==> src/rtl/uart_tx_engine.sv <==
// rtl/uart_tx_engine.sv - UART transmit engine: FIFO fetch, framing, parity, sent-byte count
// Optional second stop bit when TX_TWO_STOPBIT_EN is defined (adds p_TwoStop_i).
module uart_tx_engine #(
  parameter int BYTE_CNT_W = 16
) (
  input  logic                  clk,
  input  logic                  rst,
  input  logic [7:0]            data_i,
  input  logic                  p_empty_i,
  output logic                  n_rd_o,
  input  logic                  BaudSig_i,
  input  logic                  p_ParityEnable_i,
  input  logic                  ParityMethod_i,
  input  logic                  p_BigEnd_i,
`ifdef TX_TWO_STOPBIT_EN
  input  logic                  p_TwoStop_i,
`endif
  output logic [4:0]            State_o,
  output logic                  p_DataSent_o,
  output logic [BYTE_CNT_W-1:0] TxByteNum_o,
  output logic                  p_Busy_o,
  output logic                  Tx_o
);

  typedef enum logic [4:0] {
    INTERVAL  = 5'b00001,
    STARTBIT  = 5'b00010,
    DATABITS  = 5'b00100,
    PARITYBIT = 5'b01000,
    STOPBIT   = 5'b10000
  } state_t;

  typedef enum logic [1:0] {
    FETCH_IDLE   = 2'd0,
    FETCH_STROBE = 2'd1,
    FETCH_GRAB   = 2'd2
  } fetch_t;

  state_t     state;
  fetch_t     fetch_ph;
  logic       held;
  logic [7:0] data_q;
  logic       par_en_q;
  logic       par_odd_q;
  logic       big_end_q;
  logic       two_stop_q;
  logic       stop_second;
  logic [3:0] bit_cnt;
  logic       two_stop_in;
  logic       par_bit;

`ifdef TX_TWO_STOPBIT_EN
  assign two_stop_in = p_TwoStop_i;
`else
  assign two_stop_in = 1'b0;
`endif

  assign par_bit  = (^data_q) ^ par_odd_q;
  assign State_o  = state;
  assign p_Busy_o = (state != INTERVAL) || held;

  function automatic logic data_bit(input logic [7:0] d, input logic big, input logic [2:0] idx);
    return big ? d[3'd7 - idx] : d[idx];
  endfunction

  always_ff @(posedge clk or negedge rst) begin
    if (!rst) begin
      state        <= INTERVAL;
      fetch_ph     <= FETCH_IDLE;
      held         <= 1'b0;
      data_q       <= 8'h00;
      par_en_q     <= 1'b0;
      par_odd_q    <= 1'b0;
      big_end_q    <= 1'b0;
      two_stop_q   <= 1'b0;
      stop_second  <= 1'b0;
      bit_cnt      <= 4'd0;
      n_rd_o       <= 1'b1;
      p_DataSent_o <= 1'b0;
      TxByteNum_o  <= '0;
      Tx_o         <= 1'b1;
    end else begin
      p_DataSent_o <= 1'b0;
      n_rd_o       <= 1'b1;

      // FIFO data is valid one clk after the strobe, so capture happens two clks after issue
      unique case (fetch_ph)
        FETCH_IDLE: begin
          if (state == INTERVAL && !held && !p_empty_i) begin
            n_rd_o   <= 1'b0;
            fetch_ph <= FETCH_STROBE;
          end
        end
        FETCH_STROBE: fetch_ph <= FETCH_GRAB;
        default: begin
          data_q     <= data_i;
          par_en_q   <= p_ParityEnable_i;
          par_odd_q  <= ParityMethod_i;
          big_end_q  <= p_BigEnd_i;
          two_stop_q <= two_stop_in;
          held       <= 1'b1;
          fetch_ph   <= FETCH_IDLE;
        end
      endcase

      if (BaudSig_i) begin
        unique case (state)
          INTERVAL: begin
            if (held) begin
              state   <= STARTBIT;
              bit_cnt <= 4'd0;
              Tx_o    <= 1'b0;
            end
          end
          STARTBIT: begin
            state <= DATABITS;
            Tx_o  <= data_bit(data_q, big_end_q, 3'd0);
          end
          DATABITS: begin
            if (bit_cnt == 4'd7) begin
              if (par_en_q) begin
                state <= PARITYBIT;
                Tx_o  <= par_bit;
              end else begin
                state       <= STOPBIT;
                Tx_o        <= 1'b1;
                stop_second <= 1'b0;
              end
            end else begin
              bit_cnt <= bit_cnt + 4'd1;
              Tx_o    <= data_bit(data_q, big_end_q, bit_cnt[2:0] + 3'd1);
            end
          end
          PARITYBIT: begin
            state       <= STOPBIT;
            Tx_o        <= 1'b1;
            stop_second <= 1'b0;
          end
          STOPBIT: begin
            if (two_stop_q && !stop_second) begin
              stop_second <= 1'b1;
            end else begin
              state        <= INTERVAL;
              Tx_o         <= 1'b1;
              p_DataSent_o <= 1'b1;
              TxByteNum_o  <= TxByteNum_o + {{(BYTE_CNT_W-1){1'b0}}, 1'b1};
              held         <= 1'b0;
            end
          end
          default: begin
            state <= INTERVAL;
            Tx_o  <= 1'b1;
          end
        endcase
      end
    end
  end

endmodule
==> config.mk <==
export PLATFORM = sky130hd
export DESIGN_NAME = uart_tx_engine
export DESIGN_NICKNAME = d
export VERILOG_FILES = /design/src/rtl/uart_tx_engine.sv
export SDC_FILE = /design/constraint.sdc
export NUM_CORES = 1
export LEC_CHECK = 0
export ABC_CLOCK_PERIOD_IN_PS = 1750
export CORE_MARGIN = 3
export CORE_UTILIZATION = 40
export DETAILED_ROUTE_END_ITERATION = 6
export PLACE_DENSITY_LB_ADDON = 0.08
export SYNTH_ARGS = -nofsm -noshare
export SYNTH_HDL_FRONTEND = slang
export SYNTH_SLANG_ARGS = --single-unit
==> constraint.sdc <==
create_clock -name clk -period 1.75 [get_ports clk]
set_input_delay 0.35 -clock clk [delete_from_list [all_inputs] [get_ports clk]]
set_output_delay 0.35 -clock clk [all_outputs]
set_load 0.005 [all_outputs]
**Word level (Yosys, flattened, before mapping)**

Index checks and enable logic that the tools add are counted.

- Register bits after elaboration: 42
- Bits of input ports: 15
- Word-level logic and storage cells: 70

- Add/subtract/negate cells: 4
- Order comparisons: 2
- Equality and inequality tests: 12
- Mux-type cells: 26
- Bitwise gates (word level): 1
- Reduce and logical (&&, ||, !) cells: 13

Operators with widths:

| operator | number |
|---|---|
| 5-bit one-hot mux with 4 select lines | 1 |
| 16-bit by 1-bit adder with 16-bit output (second input constant) | 1 |
| 5-bit two-way mux | 3 |
| 1-bit two-way mux | 14 |
| 3-bit by 4-bit less-than comparator with 1-bit output (second input constant) | 2 |
| 4-bit two-way mux | 2 |
| 2-bit inequality test (second input constant) | 4 |
| 4-bit one-hot mux with 2 select lines | 1 |
| 8-bit parity | 1 |
| 1-bit binary-select mux with 3-bit select | 2 |
| 5-bit by 1-bit == test with 1-bit output (second input constant) | 1 |
| 5-bit by 2-bit == test with 1-bit output (second input constant) | 1 |
| 5-bit by 3-bit == test with 1-bit output (second input constant) | 1 |
| 5-bit by 4-bit == test with 1-bit output (second input constant) | 1 |
| 5-bit == test (second input constant) | 1 |
| 5-bit by 1-bit inequality test with 1-bit output (second input constant) | 1 |
| 4-bit by 1-bit adder with 4-bit output (second input constant) | 1 |
| 4-bit by 3-bit == test with 1-bit output (second input constant) | 1 |
| 2-bit one-hot mux with 2 select lines | 1 |
| 2-bit AND reduction | 2 |
| 4-bit AND reduction | 1 |
| 3-bit by 1-bit adder with 3-bit output (second input constant) | 1 |
| 1-bit one-hot mux with 3 select lines | 1 |
| 3-bit AND reduction | 1 |
| other kinds (10) | 12 |

**Depth between registers and ports, before layout**

Gate-level depths: netlist of run 1.

- Word-level depth: 7
- Depth in mapped cells: 6
- Gate-level depth less buffers: 6

**Worst setup path after synthesis of run 1**

Ideal clock, no wire load.

- Path kind: flip-flop to flip-flop
- From: register bit_cnt[0]
- To: register Tx_o
- Library setup time: 61 ps
- Arrival time: 1,858 ps
- Data required time: 1,689 ps
- Setup slack: -168 ps
- Cell stages (with the launch flop): 6
- Buffers on the path: 0
- Period minus slack after synthesis: 1,918 ps
- Path through: dfrtp_1 ha_1 xor2_1 mux4_2 a311oi_1 a31o_1

- Longest elaborated chain between the ends: 7
- Elaborated cells on any way between the ends: 10
- Those cells by class: 2 x add/sub; 1 x eq/ne; 7 x mux

RTL lines:

| what | line | text |
|---|---|---|
| start: declaration | 48 | `logic [3:0] bit_cnt;` |
| start signal: assignment | 130 | `bit_cnt <= bit_cnt + 4'd1;` |
| 3-bit by 1-bit adder with 3-bit output | 131 | `Tx_o <= data_bit(data_q, big_end_q, bit_cnt[2:0] + 3'd1);` |
| 3-bit subtractor | 63 | `return big ? d[3'd7 - idx] : d[idx];` |
| 1-bit binary-select mux with 3-bit select | 63 |  |
| 1-bit two-way mux (not written as such) | 63 |  |
| 1-bit two-way mux | 63 |  |
| 1-bit two-way mux * | 120 | `if (bit_cnt == 4'd7) begin` |
| 1-bit one-hot mux with 3 select lines * | 107 | `unique case (state)` |
| end signal: assignment | 117 | `Tx_o <= data_bit(data_q, big_end_q, 3'd0);` |
| end signal: assignment | 123 | `Tx_o <= par_bit;` |
| end signal: assignment | 131 |  |
| end: declaration | 22 | `output logic Tx_o` |

Mark *: on every way between the ends. The rest lies on a longest branch, timed or not. The select of a mux whose other input is x is not followed.
A chain may end at the register's enable or synchronous reset.

**Final worst setup path of run 1**

Same ends and word-level chain as after synthesis.

==> impl_metrics.py, run 1 <==
metrics = {
    "worst_setup_path": {
        "end_kind": "register",
        "worstSetupStartpointType": "register",
        "rr_worst_depth": 5,
        "r2r-end": "Tx_o",
        "crit_fanout": 2,
        "cp_data_required_time_ns": 1.99,
        "worstReg2RegStart": "bit_cnt[0]",
        "critical_path_class": "register to register",
        "reg2reg_slack_ns": -0.05,
        "critical_path_arrival_ns": 2.04,
        "crit_start": "bit_cnt[0]",
    },
    "synthesis": {
        "synthTopCellsByArea": "dfrtp_1, mux2_2, xnor2_1, mux2i_1, dfstp_2",
        "synth_commonest_cells": "dfrtp_1, xnor2_1, mux2_2, nand2_1, mux2i_1",
        "syn_nets": 199,
        "synthDistinctLibCells": 47,
        "synth_area_um2": 2160,
        "yosysMostFrequentCell": "dfrtp_1",
        "synth_top_cell_area_share": 0.453,
        "synth_seq_cells": 42,
        "async_flop_share": 1.00,
        "ys_seq_area_frac": 0.489,
        "synth_top_area_cell": "dfrtp_1",
        "synth_cells": 182,
        "synth_edf_count": 0,
        "synth-main-ff-cell": "dfrtp_1",
        "synth_warnings": 0,
        "avgSynthCellArea_um2": 11.8,
    },
    "clock_tree": {
        "root_buffer": "clkbuf_8",
        "clk_latency_ns": 0.30,
        "clockBufferDepth": 2,
        "cts_max_level": 2,
        "numCtsBuffers": 5,
        "hold_buffers": 0,
        "cts_num_sinks": 42,
        "cts_tree": "built",
        "clk_pin_slew_ns": 0.08,
    },
    "die": {
        "core_um2": 5170,
        "rows": 26,
        "num_io_pins": 40,
        "die-width_um": 79.4,
        "die_h_um": 79.4,
        "dieArea_um2": 6310,
        "start_util": 0.417,
    },
    "final_layout": {
        "nFillCells": 415,
        "fin_area_um2": 3040,
        "final_nets": 273,
        "drive_gt1_frac": 0.315,
        "diodes": 0,
        "area_growth_pct": 41.0,
    },
    "sta": {
        "finalHoldViolations": 0,
        "drv_slew": 0,
        "setup_viol_count_final": 1,
        "worst_pin_slew_ns": 0.518,
        "setup_ws_ns": -0.0479,
        "fin_skew_ns": 0.00768,
        "max-slew-margin-rel": 0.655,
        "grt_setup_unrepaired": "true",
        "post-route-period-util": 1.03,
        "min_period_ns": 1.80,
        "max_freq_mhz": 556,
    },
    "route": {
        "avgViaCountPerCell": 5.12,
        "vias": 1674,
        "drc_errors": 0,
        "drtIter0Drc": 32,
        "first_pass_iters": 4,
        "antenna_left": 0,
        "wl_per_cell_um": 14.4,
        "wirelength_um": 4700,
    },
    "global_route": {
        "grt-busiest-layer": "met2",
        "track_usage": 0.162,
        "antenna_found_initial": 0,
        "grt_pass1_wl_um": 7970,
        "grt_overflow_total": 0,
        "grt_pass1_vias": 1677,
        "grtUsageMet3": 0.0451,
        "met2_usage": 0.279,
        "met1_usage": 0.196,
        "grt_max_degree": 23,
    },
    "power": {
        "ir_drop_mv": 0.842,
        "powerDensity_nw_per_um2": 1230,
        "leakage_nw": 1.33,
        "power_w": 0.00374,
    },
    "status": {
        "outcome": "finished with violations",
        "violations": "setup timing",
    },
    "placed_design": {
        "place_congestion": 0.860,
        "postPlaceCellArea_um2": 2820,
        "io_buffers": 39,
        "place.detailed.hpwl_um": 3510,
    },
    "min_path": {
        "hold_path.class": "input port to asynchronous set/reset pin",
    },
    "flow_run": {
        "maxCapViolCount": 0,
    },
}
[final cells by class]
cell class | instances | area [um^2] | area share
multi-input combinational | 133 | 1130 | 0.373
clock buffer | 5 | 68.8 | 0.0226
inverter | 3 | 11.3 | 0.00371
clock inverter | 3 | 40.0 | 0.0132
timing repair buffer | 71 | 643 | 0.212
sequential | 42 | 1060 | 0.347
tap | 70 | 87.6 | 0.0288
[worst max path at each step]
stage                           end  slack [ns]  cells after the start
floorplan                      Tx_o       0.006                      5
global placement    TxByteNum_o[12]       -0.26                      6
detailed placement  TxByteNum_o[12]       -0.27                      6
CTS                            Tx_o       -0.07                      5
global route                   Tx_o       -0.11                      5
finish                         Tx_o       -0.05                      5
[routing by layer]
metal  share of wire  vias to the layer above
met3           0.042                        6
met5               0                        -
met1            0.43                      827
met2            0.52                       37
li1                -                      804
met4           0.014                        0
[power by group]
group | switching, W | internal (W)
sequential | 0.000240 | 0.00120
combinational | 0.000608 | 0.000938
clock | 0.000336 | 0.000420
total | 0.00118 | 0.00255
[critical path, stage by stage (launching register included)]
cell	delay, ns
dfrtp_1	0.41
ha_4	0.19
xor2_4	0.16
mux4_2	0.53
a311oi_2	0.27
a31o_1	0.18
[cells by family after synthesis]
logic type | after synthesis | share of synthesized area
muxes | 26 | 0.140
and+or+nand+nor | 63 | 0.181
xor gates and xnor gates | 23 | 0.103
buffers and inverters | 7 | 0.0174
AOI/OAI and AO/OA | 19 | 0.0575
adders and majority gates | 2 | 0.0116
DFF | 42 | 0.489
[registers in the layout, indices dropped and copies added, names as in the netlist, 2 cells and up]
name	cells
TxByteNum_o	16
State_o	5
data_q	8
fetch_ph	2
bit_cnt	4
[layout by cell type, fill, tap and decap left out, types with 2 or more instances in the layout]
master            n
dfrtp_1          38
clkdlybuf4s50_1  36
buf_4            28
xnor2_1          16
mux2_2           13
mux2i_1          11
nand2_1          11
nor2_1            7
nand3_1           7
nand4_1           5
o21ai_0           5
clkbuf_8          5
nor2b_1           4
xor2_1            4
a21oi_1           4
dfstp_2           3
and2_1            3
inv_1             3
buf_6             3
nor3_1            2
nand2_2           2
nor4_1            2
o21ai_1           2
nor3_2            2
nand2b_1          2
and3_1            2
nor2b_2           2
mux4_2            2
clkinv_2          2
[per-stage QoR]
| stage | hold slack (ns) | std cells | utilization | worst slack (ns) | TNS [ns] |
|---|---|---|---|---|---|
| after global placement | 0.334 | 310 | 0.545 | -0.256 | -2.04 |
| after CTS | 0.0148 | 323 | 0.576 | -0.0674 | -0.0807 |
| after global routing | 0.0303 | 327 | 0.588 | -0.106 | -0.122 |
| after floorplan | 0.0544 | 182 | - | 0.00619 | 0 |
| after detailed placement | 0.343 | 310 | 0.545 | -0.274 | -2.54 |
| final | 0.0110 | 327 | 0.588 | -0.0479 | -0.0479 |
[repair_timing]
action,in CTS,in global routing
gates cloned,0,0
buffers inserted,5,4
endpoints found under the setup margin,4,10
pin swaps,6,5
resized for setup,8,11
Note: power is estimated with default switching activity, not from simulation.
==> run 2, diff against run 1 <==
--- a/config.mk
+++ b/config.mk
@@ -6,9 +6,11 @@
 export NUM_CORES = 1
 export LEC_CHECK = 0
 export ABC_CLOCK_PERIOD_IN_PS = 1750
+export CORE_ASPECT_RATIO = 1.75
 export CORE_MARGIN = 3
 export CORE_UTILIZATION = 40
 export DETAILED_ROUTE_END_ITERATION = 6
+export GPL_TIMING_DRIVEN = 0
 export PLACE_DENSITY_LB_ADDON = 0.08
 export SYNTH_ARGS = -nofsm -noshare
 export SYNTH_HDL_FRONTEND = slang
==> run 2 against run 1 <==
The run still ends with setup timing left. Clock skew up 0.0058 ns. Core utilization up 0.75 points. Non-clock buffer count down 2. Sequential cell count unchanged. Combinational power up 5%. Cell area about the same. Worst hold slack better by 0.44 ns. Largest power group unchanged.
==> impl_metrics.py, run 2 (same netlist as run 1, synthesis figures left out) <==
metrics = {
    "worst_setup_path": {
        "rr_worst_depth": 5,
        "cp_data_required_time_ns": 2.00,
        "reg2reg_slack_ns": -0.03,
        "crit_fanout": 3,
        "worstReg2RegStart": "bit_cnt[0]",
        "r2r-end": "Tx_o",
        "end_kind": "register",
        "critical_path_class": "register to register",
        "endpoint": "Tx_o",
        "critical_path_arrival_ns": 2.03,
        "worstSetupStartpointType": "register",
        "crit_start": "bit_cnt[0]",
    },
    "clock_tree": {
        "root_buffer": "clkbuf_8",
        "clk_pin_slew_ns": 0.09,
        "cts_max_level": 2,
        "numCtsBuffers": 5,
        "clk_latency_ns": 0.30,
        "cts_num_sinks": 42,
        "clockBufferDepth": 2,
        "cts_tree": "built",
    },
    "global_route": {
        "grt_overflow_total": 0,
        "antenna_found_initial": 0,
        "track_usage": 0.177,
        "grt_pass1_vias": 1773,
        "grt_max_degree": 30,
        "grt_pass1_wl_um": 8440,
    },
    "min_path": {
        "min_from": "fetch_ph[0]",
        "hold_path.class": "register to register",
    },
    "sta": {
        "worst_pin_slew_ns": 0.558,
        "finalHoldViolations": 0,
        "max_freq_mhz": 562,
        "drv_slew": 0,
        "max-slew-margin-rel": 0.628,
        "post-route-period-util": 1.02,
        "setup_viol_count_final": 1,
        "setup_ws_ns": -0.0302,
        "fin_skew_ns": 0.0135,
        "min_period_ns": 1.78,
        "grt_setup_unrepaired": "true",
    },
    "route": {
        "vias": 1698,
        "drc_errors": 0,
        "avgViaCountPerCell": 5.50,
        "antenna_left": 0,
        "drtIter0Drc": 35,
        "wirelength_um": 5050,
        "first_pass_iters": 4,
        "wl_per_cell_um": 16.4,
    },
    "placed_design": {
        "place_congestion": 0.844,
        "io_buffers": 39,
        "place.detailed.hpwl_um": 3600,
    },
    "die": {
        "start_util": 0.422,
        "die_h_um": 103,
        "num_io_pins": 40,
        "rows": 34,
        "core_um2": 5100,
        "dieArea_um2": 6340,
        "die-width_um": 61.5,
    },
    "power": {
        "power_w": 0.00369,
        "powerDensity_nw_per_um2": 1220,
        "ir_drop_mv": 1.06,
        "leakage_nw": 1.33,
    },
    "final_layout": {
        "drive_gt1_frac": 0.318,
        "diodes": 0,
        "largest_reg_flops": 16,
        "layout_common_cells": "dfrtp_1, clkdlybuf4s50_1, buf_4, xnor2_1, mux2_2",
        "area_growth_pct": 40.9,
        "final_nets": 271,
        "regMostFlops": "TxByteNum_o",
        "postLayoutCoreUtil": 0.595,
        "mostFrequentLayoutCell": "dfrtp_1",
    },
    "status": {
        "violations": "setup timing",
        "outcome": "finished with violations",
    },
    "flow_run": {
        "maxCapViolCount": 0,
    },
}
-- run 2: cell count changes in the layout (fill, tap and decap cells not counted), moves of 2 or more --
cell,delta
nor2_1,-2
nor2_4,+2
dfrtp_1,-3
dfrtp_2,+3
clkdlybuf4s50_1,-2
buf_4,-6
clkbuf_1,+2
-- run 2: final cells by class --
cell class                 count  area, um^2
fill                         442        2070
multi-input combinational    133        1170
sequential                    42        1060
timing repair buffer          66         618
clock buffer                   6        72.6
tap                           54        67.6
buffer                         3        26.3
clock inverter                 2        13.8
inverter                       3        11.3
-- run 2: report_power, final --
part / leakage (nW) / switching [W] / total, W / internal (W)
Sequential: 0.538 / 0.000253 / 0.00145 / 0.00120
Combinational: 0.746 / 0.000644 / 0.00162 / 0.000973
Clock: 0.0452 / 0.000343 / 0.000625 / 0.000282
-- run 2: routing by layer --
metal,part of all wire,track usage,vias up
met4,0.023,0.0686,0
met3,0.037,0.0388,10
li1,-,-,797
met2,0.58,0.320,35
met1,0.36,0.194,856
met5,0,0,-
-- run 2: repair_timing --
| item | 4_1_cts | 5_1_grt |
|---|---|---|
| hold endpoints to repair | 13 | 0 |
| endpoints found under the setup margin | 21 | 21 |
| pin swaps | 10 | 7 |
| resized for setup | 18 | 13 |
| setup buffers | 13 | 12 |
| hold buffers | 1 | 0 |
-- run 2: how the worst min path moves through the flow --
| stage | end | slack [ns] | depth (start not counted) |
|---|---|---|---|
| after floorplan | State_o[1] | 0.05 | 0 |
| after detailed placement | p_DataSent_o | 0.28 | 1 |
| after global placement | fetch_ph[0] | 0.43 | 1 |
| after CTS | fetch_ph[0] | 0.45 | 1 |
| after global routing | fetch_ph[0] | 0.47 | 1 |
| final | fetch_ph[0] | 0.45 | 1 |
-- run 2: stage by stage --
stage | instance area [um^2] | TNS [ns] | hold slack [ns] | setup WS (ns) | cells
global route | 3040 | -0.343 | 0.474 | -0.0950 | 309
CTS | 2900 | -0.0631 | 0.449 | -0.0600 | 298
floorplan | 2190 | 0 | 0.0544 | 0.00619 | 182
detailed placement | 2660 | -6.50 | 0.278 | -0.484 | 276
global placement | 2650 | -35.75 | 0.434 | -0.740 | 275
finish | 3040 | -0.0302 | 0.455 | -0.0302 | 309
-- run 2: critical path, stage by stage (launching register included) --
cell and delay, ns:
dfrtp_2 0.44, ha_4 0.19, xor2_4 0.16, mux4_2 0.53, a311oi_2 0.26, a31o_1 0.17
==> run 3, diff against run 2 <==
--- a/config.mk
+++ b/config.mk
@@ -5,13 +5,14 @@
 export SDC_FILE = /design/constraint.sdc
 export NUM_CORES = 1
 export LEC_CHECK = 0
-export ABC_CLOCK_PERIOD_IN_PS = 1750
+export ABC_CLOCK_PERIOD_IN_PS = 1700
 export CORE_ASPECT_RATIO = 1.75
 export CORE_MARGIN = 3
 export CORE_UTILIZATION = 40
 export DETAILED_ROUTE_END_ITERATION = 6
 export GPL_TIMING_DRIVEN = 0
 export PLACE_DENSITY_LB_ADDON = 0.08
+export SKIP_LAST_GASP = 1
 export SYNTH_ARGS = -nofsm -noshare
 export SYNTH_HDL_FRONTEND = slang
 export SYNTH_SLANG_ARGS = --single-unit
==> constraint.sdc (replaced) <==
create_clock -name clk -period 1.7 [get_ports clk]
set_input_delay 0.34 -clock clk [delete_from_list [all_inputs] [get_ports clk]]
set_output_delay 0.34 -clock clk [all_outputs]
set_load 0.005 [all_outputs]
==> run 3 against run 2 <==
Maximum frequency decreased by 2.1%. Critical path depth unchanged. Non-clock buffer count decreased by 5. Critical path type unchanged. Combinational power decreased by 5%. Clock skew decreased by 0.0045 ns. Cell count decreased by 1.6%. Sequential share of layout area increased by 0.20 points. Wire length increased by 0.40%. First-iteration DRC count increased by 40%. The flow still finishes with violations (setup timing). Sequential cell count unchanged. Clock-buffer cell count decreased by 1.
==> impl_metrics.py, run 3 (same netlist as run 1, synthesis figures left out) <==
metrics = {
    "worst_setup_path": {
        "crit_fanout": 5,
        "end_kind": "register",
        "endpoint": "Tx_o",
        "r2r-end": "Tx_o",
        "cp_data_required_time_ns": 1.94,
        "critical_path_class": "register to register",
        "crit_start": "bit_cnt[0]",
        "critical_path.top_delay_family": "multiplexers",
        "crit_slowest_cell": "mux4_2",
        "slowest_delay_ns": 0.53,
        "cp.depth": 5,
        "path_cells": "ha_4 > xor2_4 > mux4_2 > a311oi_2 > a31o_1",
        "critical_path_arrival_ns": 2.06,
        "rr_worst_depth": 5,
        "worstSetupStartpointType": "register",
        "worstReg2RegStart": "bit_cnt[0]",
        "cp_num_buf_inv": 0,
        "reg2reg_slack_ns": -0.12,
    },
    "power": {
        "power_w": 0.00386,
        "pwr-share-clk": 0.211,
        "ir_drop_mv": 0.859,
        "powerDensity_nw_per_um2": 1280,
        "sw_frac_of_total": 0.331,
        "p_sw_w": 0.00128,
        "leakage_nw": 1.30,
        "comb_power_share": 0.398,
        "seq_power_share": 0.391,
        "internal-power_w": 0.00258,
    },
    "sta": {
        "max_freq_mhz": 550,
        "post-route-period-util": 1.07,
        "worst_pin_slew_ns": 0.533,
        "fin_skew_ns": 0.00896,
        "drv_slew": 0,
        "grt_setup_unrepaired": "true",
        "hold_slack_ns": 0.464,
        "setup_ws_ns": -0.118,
        "min_period_ns": 1.82,
        "setup_tns_ns": -0.259,
        "max-slew-margin-rel": 0.645,
        "finalHoldViolations": 0,
        "setup_viol_count_final": 4,
    },
    "min_path": {
        "min_from": "fetch_ph[0]",
        "hold_path.class": "register to register",
    },
    "global_route": {
        "antenna_found_initial": 0,
        "grt_pass1_vias": 1788,
        "track_usage": 0.176,
        "grt_overflow_total": 0,
        "grt_max_degree": 28,
        "grt_pass1_wl_um": 8330,
    },
    "die": {
        "start_util": 0.422,
        "num_io_pins": 40,
        "die_h_um": 103,
        "core_um2": 5100,
        "dieArea_um2": 6340,
        "rows": 34,
        "die-width_um": 61.5,
    },
    "route": {
        "antenna_left": 0,
        "drc_errors": 0,
        "avgViaCountPerCell": 5.47,
        "first_pass_iters": 4,
        "wirelength_um": 5070,
        "wl_per_cell_um": 16.7,
        "drtIter0Drc": 49,
        "vias": 1664,
    },
    "placed_design": {
        "place_congestion": 0.882,
        "place.detailed.hpwl_um": 3610,
        "io_buffers": 39,
        "postPlaceCellArea_um2": 2660,
        "dp_slack_ns": -0.507,
    },
    "final_layout": {
        "layout_common_cells": "dfrtp_1, clkdlybuf4s50_1, buf_4, xnor2_1, mux2_2",
        "diodes": 0,
        "area_growth_pct": 40.1,
        "regArea_um2": 1060,
        "fin_area_um2": 3020,
        "multi_input_area_um2": 1180,
        "final_nets": 266,
        "nFillCells": 454,
        "regMostFlops": "TxByteNum_o",
        "largest_reg_flops": 16,
        "mostFrequentLayoutCell": "dfrtp_1",
        "drive_gt1_frac": 0.304,
    },
    "clock_tree": {
        "root_buffer": "clkbuf_8",
        "cts_num_sinks": 42,
        "cts_max_level": 2,
        "cts_tree": "built",
        "clk_latency_ns": 0.30,
        "numCtsBuffers": 5,
        "clk_pin_slew_ns": 0.09,
        "clockBufferDepth": 2,
    },
    "flow_run": {
        "maxCapViolCount": 0,
    },
    "status": {
        "outcome": "finished with violations",
        "violations": "setup timing",
    },
}
## run 3: cell count changes in the layout (fill, tap and decap cells not counted), sizes merged
cell / previous run / this run
inv: 3 / 4
buf: 29 / 24
clkbuf: 8 / 6
clkinv: 2 / 1
clkdlybuf4s15: 0 / 1
clkdlybuf4s50: 34 / 33
dlymetal6s2s: 1 / 0
dlygate4sd2: 2 / 4
bufinv: 0 / 1
## run 3: area by class of cell
class | instances | area share
inverters | 3 | 0.00373
plain buffers | 3 | 0.00870
clock buffers | 5 | 0.0228
flip-flops and latches | 42 | 0.351
clock inverters | 3 | 0.0145
well taps | 54 | 0.0224
multi-input cells | 133 | 0.390
repair buffers | 61 | 0.187
## run 3: power by group through the flow
stage	Combinational [W]	Clock (W)	Sequential, W
final	0.00154	0.000815	0.00151
after global routing	0.00170	0.000892	0.00156
after floorplan	0.000951	0	0.00146
after global placement	0.00128	0	0.00152
after CTS	0.00146	0.000842	0.00151
after detailed placement	0.00131	0	0.00154
## run 3: worst min-delay path by stage
stage / to / cells past startpoint
final: fetch_ph[0] / 1
after global routing: fetch_ph[0] / 1
after floorplan: State_o[1] / 0
after CTS: fetch_ph[0] / 1
after global placement: fetch_ph[0] / 1
after detailed placement: TxByteNum_o[1] / 1
## run 3: layer usage
layer,GRT usage,routed length [um],vias up
li1,-,-,787
met1,0.174,1790,829
met2,0.332,3020,37
met3,0.0376,155,11
met4,0.0784,110,0
met5,0,0,-
## run 3: what timing repair did
action / 4_1_cts / 5_1_grt
hold buffers: 1 / 0
setup endpoints to repair: 28 / 16
resized for setup: 18 / 12
cloned: 0 / 0
pin swaps: 7 / 4
buffers inserted: 13 / 7
hold endpoints to repair: 15 / 0
## run 3: metrics by stage
step | std cells | utilization
floorplan | 182 | -
global placement | 275 | 0.518
detailed placement | 276 | 0.521
CTS | 297 | 0.571
global route | 304 | 0.592
finish | 304 | 0.592
